### src/rtl/audio_recorder.sv
// Codec capture engine: pops input FIFO samples, keeps 1 of DECIM, writes song RAM.
// Define AUDIO_RECORDER_MIX_EN to store the floor-average of left and right.
module audio_recorder #(
    parameter int ADDR_W = 8,
    parameter int DECIM  = 8
) (
    input  logic              CLOCK_50,
    input  logic              reset,
    input  logic              start,
    input  logic              stop,
    input  logic              audio_in_available,
    input  logic [31:0]       left_channel_audio_in,
    input  logic [31:0]       right_channel_audio_in,
    output logic              read_audio_in,
    output logic [ADDR_W-1:0] mem_address,
    output logic [31:0]       mem_data,
    output logic              mem_wren,
    output logic              busy,
    output logic              done,
    output logic [ADDR_W:0]   words_written
);

    localparam int CNT_W = (DECIM > 1) ? $clog2(DECIM) : 1;

    typedef enum logic [2:0] {
        S_IDLE,
        S_WAIT,
        S_CAPT,
        S_WRITE,
        S_DONE
    } state_t;

    state_t            r_state;
    state_t            w_next;
    logic [CNT_W-1:0]  r_cnt;
    logic [ADDR_W-1:0] r_addr;
    logic [ADDR_W:0]   r_words;
    logic              r_stop;
    logic [31:0]       r_sample;
    logic [31:0]       w_word;
    logic              w_keep;
    logic              w_full;
    logic              w_stop;

`ifdef AUDIO_RECORDER_MIX_EN
    logic [32:0] w_sum;
    assign w_sum  = {left_channel_audio_in[31], left_channel_audio_in}
                  + {right_channel_audio_in[31], right_channel_audio_in};
    assign w_word = w_sum[32:1];
`else
    logic w_unused_right;
    assign w_unused_right = ^right_channel_audio_in;
    assign w_word         = left_channel_audio_in;
`endif

    assign w_keep = (r_cnt == CNT_W'(DECIM - 1));
    assign w_full = (r_addr == {ADDR_W{1'b1}});
    assign w_stop = stop | r_stop;

    always_ff @(posedge CLOCK_50) begin
        if (reset) begin
            r_state <= S_IDLE;
        end else begin
            r_state <= w_next;
        end
    end

    always_comb begin
        w_next = r_state;
        unique case (r_state)
            S_IDLE, S_DONE: begin
                if (start) w_next = S_WAIT;
            end
            S_WAIT: begin
                if (w_stop) w_next = S_DONE;
                else if (audio_in_available) w_next = S_CAPT;
            end
            S_CAPT: begin
                w_next = w_keep ? S_WRITE : S_WAIT;
            end
            S_WRITE: begin
                w_next = (w_full || w_stop) ? S_DONE : S_WAIT;
            end
            default: w_next = S_IDLE;
        endcase
    end

    // Stop seen mid-sample is held so the sample in flight can finish first.
    always_ff @(posedge CLOCK_50) begin
        if (reset) begin
            r_cnt    <= '0;
            r_addr   <= '0;
            r_words  <= '0;
            r_stop   <= 1'b0;
            r_sample <= '0;
        end else begin
            unique case (r_state)
                S_IDLE, S_DONE: begin
                    if (start) begin
                        r_cnt   <= '0;
                        r_addr  <= '0;
                        r_words <= '0;
                        r_stop  <= 1'b0;
                    end
                end
                S_CAPT: begin
                    r_sample <= w_word;
                    r_cnt    <= w_keep ? '0 : r_cnt + CNT_W'(1);
                    if (stop) r_stop <= 1'b1;
                end
                S_WRITE: begin
                    r_addr  <= r_addr + ADDR_W'(1);
                    r_words <= r_words + (ADDR_W + 1)'(1);
                    if (stop) r_stop <= 1'b1;
                end
                default: ;
            endcase
        end
    end

    assign read_audio_in = (r_state == S_CAPT);
    assign mem_wren      = (r_state == S_WRITE);
    assign mem_address   = r_addr;
    assign mem_data      = r_sample;
    assign words_written = r_words;
    assign busy          = (r_state == S_WAIT) || (r_state == S_CAPT)
                        || (r_state == S_WRITE);
    assign done          = (r_state == S_DONE);

endmodule

### config.mk
export PLATFORM = sky130hd
export DESIGN_NAME = audio_recorder
export DESIGN_NICKNAME = d
export VERILOG_FILES = /design/src/rtl/audio_recorder.sv
export SDC_FILE = /design/constraint.sdc
export NUM_CORES = 1
export LEC_CHECK = 0
export CAP_MARGIN = 15
export CORE_ASPECT_RATIO = 0.9
export CORE_MARGIN = 4
export CORE_UTILIZATION = 45
export CTS_CLUSTER_SIZE = 24
export DETAILED_ROUTE_END_ITERATION = 8
export DONT_BUFFER_PORTS = 1
export GPL_TIMING_DRIVEN = 0
export SLEW_MARGIN = 20
export SYNTH_ARGS = -nofsm -noshare
export SYNTH_HDL_FRONTEND = slang
export SYNTH_SLANG_ARGS = --single-unit
### constraint.sdc
create_clock -name CLOCK_50 -period 3.2 [get_ports CLOCK_50]
set_input_delay 0.48 -clock CLOCK_50 [delete_from_list [all_inputs] [get_ports CLOCK_50]]
set_output_delay 0.48 -clock CLOCK_50 [all_outputs]
set_load 0.05 [all_outputs]
=== Yosys cells after proc, flatten, opt, wreduce, memory -nomap -nowiden ===
Index checks and enable logic that the tools add are counted.

* Register bits after elaboration: 56
* Input port bits: 69
* Word-level logic and storage cells: 48
* Output and inout port bits: 53
* Memories: 0
* Memory bits (writable): 0
* ROM bits: 0
* Bits in latches: 0

* Equality and inequality tests: 9
* Divide/modulo/power cells: 0
* Shift-type cells: 0
* Add/subtract/negate cells: 3
* Muxes and demuxes: 16
* Magnitude comparators: 0
* $mul: 0
* Bitwise gates (word level): 1
* Reduce and logical (&&, ||, !) cells: 13

{| class="wikitable"
|+ Operator list
! cell !! count
|-
| 3-bit 2-to-1 mux || 6
|-
| 9-bit one-hot mux with 2 select lines || 1
|-
| 8-bit one-hot mux with 2 select lines || 1
|-
| 3-bit one-hot mux with 4 select lines || 1
|-
| 9-bit by 1-bit adder with 9-bit output (second input constant) || 1
|-
| 9-bit 2-to-1 mux || 1
|-
| 8-bit by 1-bit adder with 8-bit output (second input constant) || 1
|-
| 8-bit equality test (second input constant) || 1
|-
| 8-bit 2-to-1 mux || 1
|-
| 3-bit by 2-bit equality test with 1-bit output (second input constant) || 2
|-
| 3-bit equality test (second input constant) || 2
|-
| 3-bit one-hot mux with 2 select lines || 1
|-
| 2-bit AND reduction || 3
|-
| 2-bit nonzero test || 3
|-
| 2-bit OR reduction || 2
|-
| 3-bit by 1-bit adder with 3-bit output (second input constant) || 1
|-
| 3-bit by 1-bit equality test with 1-bit output (second input constant) || 1
|-
| 3-bit logical NOT || 1
|-
| 1-bit logical OR || 3
|-
| 3-bit != test (second input constant) || 1
|-
| 3-bit AND reduction || 1
|-
| 1-bit 2-to-1 mux || 2
|-
| 2-bit 2-to-1 mux || 1
|-
| 2-bit by 1-bit != test with 1-bit output (second input constant) || 1
|-
| 3 further kinds || 3
|}

=== Depth between registers and ports, before layout ===
Gate-level depths: netlist of the first run.

* Depth in word-level cells: 4
* Mapped depth: 7
* Mapped depth without buffers: 4

=== Worst setup path before layout of the first run ===
OpenSTA, ideal clock, no wires.

* Path kind: reg-to-output
* From: register r_state[0]
* To: output port done
* Path buffers: 1
* Arrival time: 1679 ps
* Required time: 2720 ps
* Cell stages (with the launch flop): 3
* Slack: 1041 ps
* Path through: dfxtp_1 -> buf_2 -> nor3b_1

* Cells in the longest elaborated chain, start to end: 1

{| class="wikitable"
|+ Ends and longest elaborated chain
! what !! RTL line !! text
|-
| from (decl) || 33 || <nowiki>state_t r_state;</nowiki>
|-
| from (signal assigned) || 64 || <nowiki>r_state <= w_next;</nowiki>
|-
| 3-bit equality test || 128 || <nowiki>assign done = (r_state == S_DONE);</nowiki>
|-
| to (decl) || 19 || <nowiki>output logic done,</nowiki>
|}

Every way passes these cells.

=== Worst setup path in the final report of the first run ===
* From: register r_state[1]
* To: output port read_audio_in

* Cells in the longest elaborated chain, start to end: 1

{| class="wikitable"
|+ Ends and longest elaborated chain
! what !! RTL line !! text
|-
| 3-bit by 2-bit equality test with 1-bit output || 121 || <nowiki>assign read_audio_in = (r_state == S_CAPT);</nowiki>
|-
| to (decl) || 14 || <nowiki>output logic read_audio_in,</nowiki>
|}

Every way passes these cells.

==> flow_metrics.tcl, run 1 <==
set metrics [dict create \
    tightest_slew_ps 878 \
    grt_use_total_pct 17.5 \
    finalHoldViolCount 0 \
    netlist_instances 286 \
    finalMaxSlewViolations 0 \
    drt_iter0_drc 126 \
    final_util_pct 52.4 \
    num_antenna_cells 0 \
    cap_violations 0 \
    final.setup_skew_ps 5.84 \
    start_util_pct 47.7 \
    slowest_stage "or3b_1" \
    rsz0062_at_grt "no" \
    post-dp-hpwl_um 4100 \
    cts_tree "yes" \
    wirelength_um 5580 \
    h-tree-depth 2 \
    area_delta_synth_final_pct 9.96 \
    ys_ff_latch 56 \
    io_buffers 0 \
    cts_setup_buffers 0 \
    ys_seq_area_share_pct 47.5 \
    clkSinkCount 56 \
    worstSetupPathType "flop to primary output" \
    cts_buffers 5 \
    fin_crit_ps 2190 \
    p_total_mw 1.37 \
    io_pins 122 \
    cp_slowest_stage_delay_ps 370 \
    synth_area_leaders "dfxtp_1 47%, nand2_1 12%, a21oi_1 10%, nand3_1 3.0%, ha_1 2.1%" \
    ctsResizeCount 0 \
    tns_ps 0 \
    grt_antenna_before_repair 0 \
    gp_congestion 0.763 \
    grt_pass1_wl_um 9400 \
    drive_gt1_share_pct 8.78 \
    hold_buffers 0 \
    worst-path-max-fanout 10 \
    grt_pass1_vias 1938 \
    async_reset_ff_share_pct 0 \
    cts-root-buf "clkbuf_8" \
    ys.flop_type "dfxtp_1" \
    synth_edf_count 0 \
    yosysTopAreaCellShare_pct 47.5 \
    die_x_um 84.4 \
    ant_nets 0 \
    most-common-layout-cells "76 x nand2_1, 56 x dfxtp_1, 47 x a21oi_1, 14 x nand3_1, 10 x clkbuf_1" \
    vias 1967 \
    ir_worst_vdd_mv 0.336 \
    clock_path_buffers 2 \
    die-height_um 76.7 \
    startpoint_type "flop" \
    yosysWarningCount 0 \
    r2r_slack_ps 1270 \
    p_per_area_nw_per_um2 528 \
    clk_pin_slew_worst_paths_ps 100 \
    p_leak_nw 0.866 \
    crit_top_cell "buf_4" \
    dr.pass1.iters 4 \
    period_share_pct 68.3 \
    path_cells "buf_4, or3b_1, buf_6, clkinv_2, buf_4" \
    core_um2 4950 \
    critPathRequiredTime_ps 2720 \
    rows 24 \
    synth_cell_types 37 \
    drc 0 \
    worstSkewPairLatency_ps 310 \
    maxSlewHeadroom_pct 41.2 \
    grt_start_max_net_pins 19 \
    final_common_cell "nand2_1" \
    via_per_inst 5.45 \
    max_freq_mhz 457 \
    yosysTopAreaCell "dfxtp_1" \
    syn-cell-area_um2 2360 \
    cp-end-kind "primary output" \
    die_area_um2 6470 \
    post_drt_wl_per_cell_um 15.4 \
    synth_area_per_cell_um2 8.26 \
    arrival_ps 1710 \
    setup_viol 0 \
    grt_overflow 0 \
    hp-class "input pin to flop" \
    layout.nets 368 \
    outcome "finished clean" \
    synth_nets 359 \
]
==> registers in the layout, indices dropped and copies added (netlist names) <==
signal and count:
r_stop 1, r_cnt 3, words_written 9, mem_address 8, mem_data 32, r_state 3
==> final cells by class <==
class                      instances  area, um^2
fill                             493        2360
clock inverter                     3        68.8
tap                               65        81.3
inverter                           4        16.3
buffer                            20         110
clock buffer                       5        68.8
sequential                        56        1120
timing repair buffer               2        11.3
multi-input combinational        206        1120
==> layer usage <==
metal	global-route usage [%]	wire length, um	share of wire, %
met1	22.4	2560	46
met2	27.3	2430	44
met3	8.04	532	9.5
met4	3.32	46	0.82
met5	0	0	0
==> Yosys cell counts (3+ instances only) <==
cell type,n
nand2_1,76
dfxtp_1,56
a21oi_1,47
nand3_1,14
clkbuf_1,10
nand2b_1,8
nor2_1,7
or4_1,5
a311oi_1,4
buf_2,4
buf_4,4
ha_1,4
nor3b_1,4
o211ai_1,4
or3_1,4
inv_1,3
o311ai_0,3
==> cells by family after synthesis <==
group           share of synthesized area [%]
mux                                      1.80
buf+inv                                  5.35
simple gates                             27.3
fa+ha+maj                                2.12
compound gates                           15.9
flops                                    47.5
==> metrics by stage <==
stage               setup WS [ps]  instance area, um^2  instances  hold slack, ps
detailed placement           1280                 2460        353             474
finish                       1010                 2600        361             288
CTS                           994                 2600        361             280
global placement              971                 2440        351             461
floorplan                    1040                 2360        286             452
global route                  910                 2600        361             264
==> where the power goes <==
group | leakage, nW | internal, mW | switching (mW) | total (mW)
clock | 0.0687 | 0.315 | 0.238 | 0.553
combinational | 0.345 | 0.0261 | 0.0587 | 0.0849
sequential | 0.452 | 0.706 | 0.0272 | 0.733
==> critical path: cells and delay by family (launching register included) <==
| kind | cells | cell delay, ps |
|---|---|---|
| and+or+nand+nor | 1 | 370 |
| buffers and inverters | 4 | 700 |
| DFF | 1 | 320 |
==> final timing paths <==
kind,start,end,cells after the start
setup reg to reg,mem_address[1]$_SDFFE_PP0P_,r_state[2]$_SDFFE_PP0P_,4
hold reg to reg,r_cnt[1]$_SDFFE_PP0P_,r_cnt[1]$_SDFFE_PP0P_,2
hold / removal,left_channel_audio_in[15],mem_data[15]$_SDFFE_PP0P_,2
setup / recovery,r_state[1]$_SDFFE_PP0P_,read_audio_in,5
Power figures use the tool's default switching activity.
==> inputs of run 2 (changes only) <==
Clock period 3.2 ns to 2.05 ns, I/O delays scaled along.
==> flow_metrics.tcl, run 2 (synthesis gave the netlist of run 1 again) <==
set metrics [dict create \
    final_common_cell "nand2_1" \
    wirelength_um 5620 \
    worst-path-max-fanout 10 \
    p_total_mw 2.14 \
    drc 0 \
    startpoint_type "flop" \
    netSwitchingFraction_pct 23.6 \
    post_drt_wl_per_cell_um 15.6 \
    final_util_pct 52.6 \
    gp_congestion 0.763 \
    final_cells 361 \
    worst-path-buf-inv 4 \
    final.setup_skew_ps 6.39 \
    vias 1977 \
    most-common-layout-cells "76 x nand2_1, 53 x dfxtp_1, 47 x a21oi_1, 14 x nand3_1, 10 x clkbuf_1" \
    grt_pass1_vias 1938 \
    arrival_ps 1640 \
    grt_antenna_before_repair 0 \
    start_util_pct 47.7 \
    clk_pin_slew_worst_paths_ps 100 \
    setup_viol 0 \
    path_cells "buf_4, or3b_1, buf_6, clkinv_2, buf_8" \
    num-fill-cells 490 \
    fin_crit_ps 1950 \
    grt_overflow 0 \
    cts_setup_buffers 0 \
    critPathRequiredTime_ps 1740 \
    p_per_area_nw_per_um2 821 \
    drive_gt1_share_pct 9.80 \
    regArea_um2 1120 \
    io_pins 122 \
    period_share_pct 95.1 \
    post-dp-hpwl_um 4100 \
    clock_path_buffers 2 \
    finalMaxSlewViolations 0 \
    p_int_mw 1.63 \
    clkSinkCount 56 \
    via_per_inst 5.48 \
    core_um2 4950 \
    grt_start_max_net_pins 19 \
    cts-root-buf "clkbuf_8" \
    ctsResizeCount 0 \
    ant_nets 0 \
    p_seq_share_pct 53.4 \
    hold_buffers 0 \
    tightest_slew_ps 878 \
    cp-end-kind "primary output" \
    die-height_um 76.7 \
    ir_worst_vdd_mv 0.529 \
    rows 24 \
    grt_use_total_pct 17.5 \
    p_switching_uw 506 \
    rsz0062_at_grt "no" \
    p_leak_nw 0.869 \
    finalHoldViolCount 0 \
    worstSetupPathType "flop to primary output" \
    cts_tree "yes" \
    pre_cts_ws_ps 129 \
    grt_pass1_wl_um 9400 \
    num_antenna_cells 0 \
    drt_iter0_drc 146 \
    die_area_um2 6470 \
    cp_slowest_stage_delay_ps 370 \
    path_delay_family "buffers and inverters" \
    worstSkewPairLatency_ps 310 \
    cap_violations 0 \
    io_buffers 0 \
    pwr-share-comb_pct 6.3 \
    multi_input_area_um2 1120 \
    maxSlewHeadroom_pct 41.2 \
    hp-class "input pin to flop" \
    die_x_um 84.4 \
    layout_setup_ws_ps 101 \
    layout.nets 368 \
    clockPowerShare_pct 40.3 \
    h-tree-depth 2 \
    max_freq_mhz 513 \
    dr.pass1.iters 4 \
    cts_buffers 5 \
    outcome "finished clean" \
    largest_register_ffs 32 \
    dp_cells 353 \
    slowest_stage "or3b_1" \
    area_delta_synth_final_pct 10.4 \
]
## run 2: cell type report
cell class	instances	share of cell area [%]
clock inverter	3	2.64
inverter	4	0.624
multi-input combinational	206	42.9
timing repair buffer	2	0.432
buffer	20	4.51
tap	65	3.12
clock buffer	5	2.64
sequential	56	43.1
## run 2: worst register-to-register path, cell delays in order, from the launching register on
cell	delay, ps
dfxtp_1	720
ha_1	320
nand2_1	130
nor4_1	260
mux2_2	370
## run 2: path summary, 6_finish.rpt
kind | start | endpoint | slack (ps) | cells past startpoint
min | left_channel_audio_in[15] | mem_data[15]$_SDFFE_PP0P_ | 120 | 2
max reg2reg | words_written[0]$_SDFFE_PP0P_ | words_written[8]$_SDFFE_PP0P_ | 160 | 4
min reg2reg | r_cnt[1]$_SDFFE_PP0P_ | r_cnt[1]$_SDFFE_PP0P_ | 480 | 2
max | r_state[1]$_SDFFE_PP0P_ | read_audio_in | 100 | 5
## run 2: power groups by stage
| stage | registers [mW] | logic (mW) | clock network, mW |
|---|---|---|---|
| detailed placement | 1.17 | 0.134 | 0 |
| floorplan | 1.17 | 0.105 | 0 |
| CTS | 1.14 | 0.134 | 0.886 |
| finish | 1.14 | 0.134 | 0.863 |
| global placement | 1.17 | 0.131 | 0 |
| global route | 1.15 | 0.149 | 0.934 |
## run 2: stage by stage
step	setup TNS (ps)	cell area, um^2	hold slack (ps)
after floorplan	0	2360	443
after global placement	-104	2440	445
after detailed placement	0	2460	451
after CTS	0	2600	107
after global routing	0	2610	91.6
final	0	2610	115
## run 2: per-layer routing
metal	wire length (um)	GRT usage (%)	part of all wire [%]
met1	2620	22.4	47
met5	0	0	0
met3	517	8.04	9.2
met4	46	3.32	0.82
met2	2440	27.3	43
==> inputs of run 3 (changes only) <==
Settings changed: CORE_UTILIZATION 45 to 25.
==> flow_metrics.tcl, run 3 (synthesis gave the netlist of run 1 again) <==
set metrics [dict create \
    outcome "finished clean" \
    grt_pass1_wl_um 9960 \
    rsz0062_at_grt "no" \
    fin_crit_ps 1930 \
    grt_start_max_net_pins 18 \
    most-common-layout-cells "76 x nand2_1, 54 x dfxtp_1, 47 x a21oi_1, 14 x nand3_1, 10 x clkbuf_1" \
    gp_congestion 0.732 \
    hp-class "input pin to flop" \
    ir_worst_vdd_mv 0.262 \
    final_util_pct 28.8 \
    cap_violations 0 \
    worstSetupPathType "flop to primary output" \
    num_antenna_cells 0 \
    grt.met1_usage_pct 14.6 \
    start_util_pct 25.8 \
    core_um2 9170 \
    tightest_slew_ps 928 \
    area_delta_synth_final_pct 11.8 \
    r2r_cells 3 \
    maxSlewHeadroom_pct 37.9 \
    p_switching_uw 508 \
    grt_use_total_pct 11.0 \
    final.setup_skew_ps 8.82 \
    startpoint_type "flop" \
    r2r_slack_ps 190 \
    ant_nets 0 \
    grt_antenna_before_repair 0 \
    finalMaxSlewViolations 0 \
    p_per_area_nw_per_um2 730 \
    critPathRequiredTime_ps 1740 \
    wirelength_um 6170 \
    clkSinkCount 56 \
    clk_pin_slew_worst_paths_ps 100 \
    h-tree-depth 2 \
    grt.met3_usage_pct 2.17 \
    clockPowerShare_pct 33.5 \
    dr.pass1.iters 4 \
    slowest_stage "or3b_1" \
    grt_pass1_vias 1902 \
    pwr-share-comb_pct 7.0 \
    pre_cts_ws_ps 105 \
    io_buffers 0 \
    max_freq_mhz 518 \
    p_leak_nw 0.839 \
    io_pins 122 \
    drive_gt1_share_pct 9.49 \
    cts_buffers 5 \
    via_per_inst 4.79 \
    cts-root-buf "clkbuf_8" \
    worst_hold_startpoint "left_channel_audio_in[18]" \
    layout_setup_ws_ps 120 \
    whs_endpoint "mem_data[18]$_SDFFE_PP0P_" \
    die-height_um 100 \
    r2r_end "mem_address[7]$_SDFFE_PP0P_" \
    largest_register_ffs 32 \
    p_seq_share_pct 59.4 \
    die_x_um 110 \
    setup_viol 0 \
    die_area_um2 11100 \
    grt_overflow 0 \
    use_met2_pct 17.8 \
    hold_depth 2 \
    period_share_pct 94.2 \
    worstSkewPairLatency_ps 310 \
    drt_iter0_drc 91 \
    netSwitchingFraction_pct 26.4 \
    post-dp-hpwl_um 4600 \
    reg2reg_from "mem_address[2]$_SDFFE_PP0P_" \
    layout.nets 367 \
    top_usage_layer "met2" \
    rows 33 \
    post_drt_wl_per_cell_um 14.8 \
    worst-path-buf-inv 4 \
    clock_path_buffers 2 \
    cp-end-kind "primary output" \
    final_common_cell "nand2_1" \
    worst-path-max-fanout 10 \
    cts_tree "yes" \
    p_int_mw 1.42 \
    arrival_ps 1620 \
    drc 0 \
    finalHoldViolCount 0 \
    cp_slowest_stage_delay_ps 380 \
    vias 1999 \
    path_delay_family "buffers and inverters" \
    path_cells "buf_4, or3b_1, buf_6, inv_4, buf_12" \
]
## run 3: final cells by class
| class | count | area [um^2] |
|---|---|---|
| sequential | 56 | 1120 |
| clock buffer | 6 | 82.6 |
| tap | 122 | 153 |
| clock inverter | 2 | 15.0 |
| inverter | 4 | 17.5 |
| timing repair buffer | 1 | 3.75 |
| fill | 990 | 6530 |
| buffer | 20 | 123 |
| multi-input combinational | 206 | 1120 |
## run 3: power by group through the flow
stage                     logic (mW)  clock network [mW]  registers (mW)
after detailed placement       0.134                   0            1.17
after global placement         0.132                   0            1.17
after CTS                      0.135               0.681            1.14
after floorplan                0.105                   0            1.17
final                          0.135               0.646            1.14
after global routing           0.152               0.727            1.15
## run 3: worst max path at each step
stage	from	end	slack, ps	cells past startpoint
after floorplan	r_state[0]$_SDFFE_PP0P_	r_state[2]$_SDFFE_PP0P_	40	4
after global placement	r_state[0]$_SDFFE_PP0P_	r_state[2]$_SDFFE_PP0P_	-160	4
after detailed placement	mem_address[0]$_SDFFE_PP0P_	r_state[2]$_SDFFE_PP0P_	100	4
after CTS	r_state[1]$_SDFFE_PP0P_	read_audio_in	30	5
after global routing	r_state[0]$_SDFFE_PP0P_	mem_wren	8	4
final	r_state[1]$_SDFFE_PP0P_	read_audio_in	120	5
## run 3: per-layer routing
metal  share of wire (%)  up-vias
li1                    -     1008
met2                  48       55
met1                  44      929
met3                 6.3        7
met5                   0        -
met4                 1.7        0
## run 3: repair_timing
item | in CTS | in global routing
hold buffers | 0 | 0
resized for setup | 1 | 6
setup endpoints to repair | 1 | 4
setup buffers | 0 | 0
## run 3: metrics by stage
stage | total power, mW | setup TNS, ps | cells | hold slack (ps) | instance area [um^2]
global placement | 1.30 | -258 | 408 | 446 | 2510
finish | 1.93 | 0 | 417 | 122 | 2640
global route | 2.03 | 0 | 417 | 95.9 | 2640
detailed placement | 1.30 | 0 | 409 | 451 | 2520
floorplan | 1.27 | 0 | 286 | 443 | 2360
CTS | 1.96 | 0 | 417 | 105 | 2620
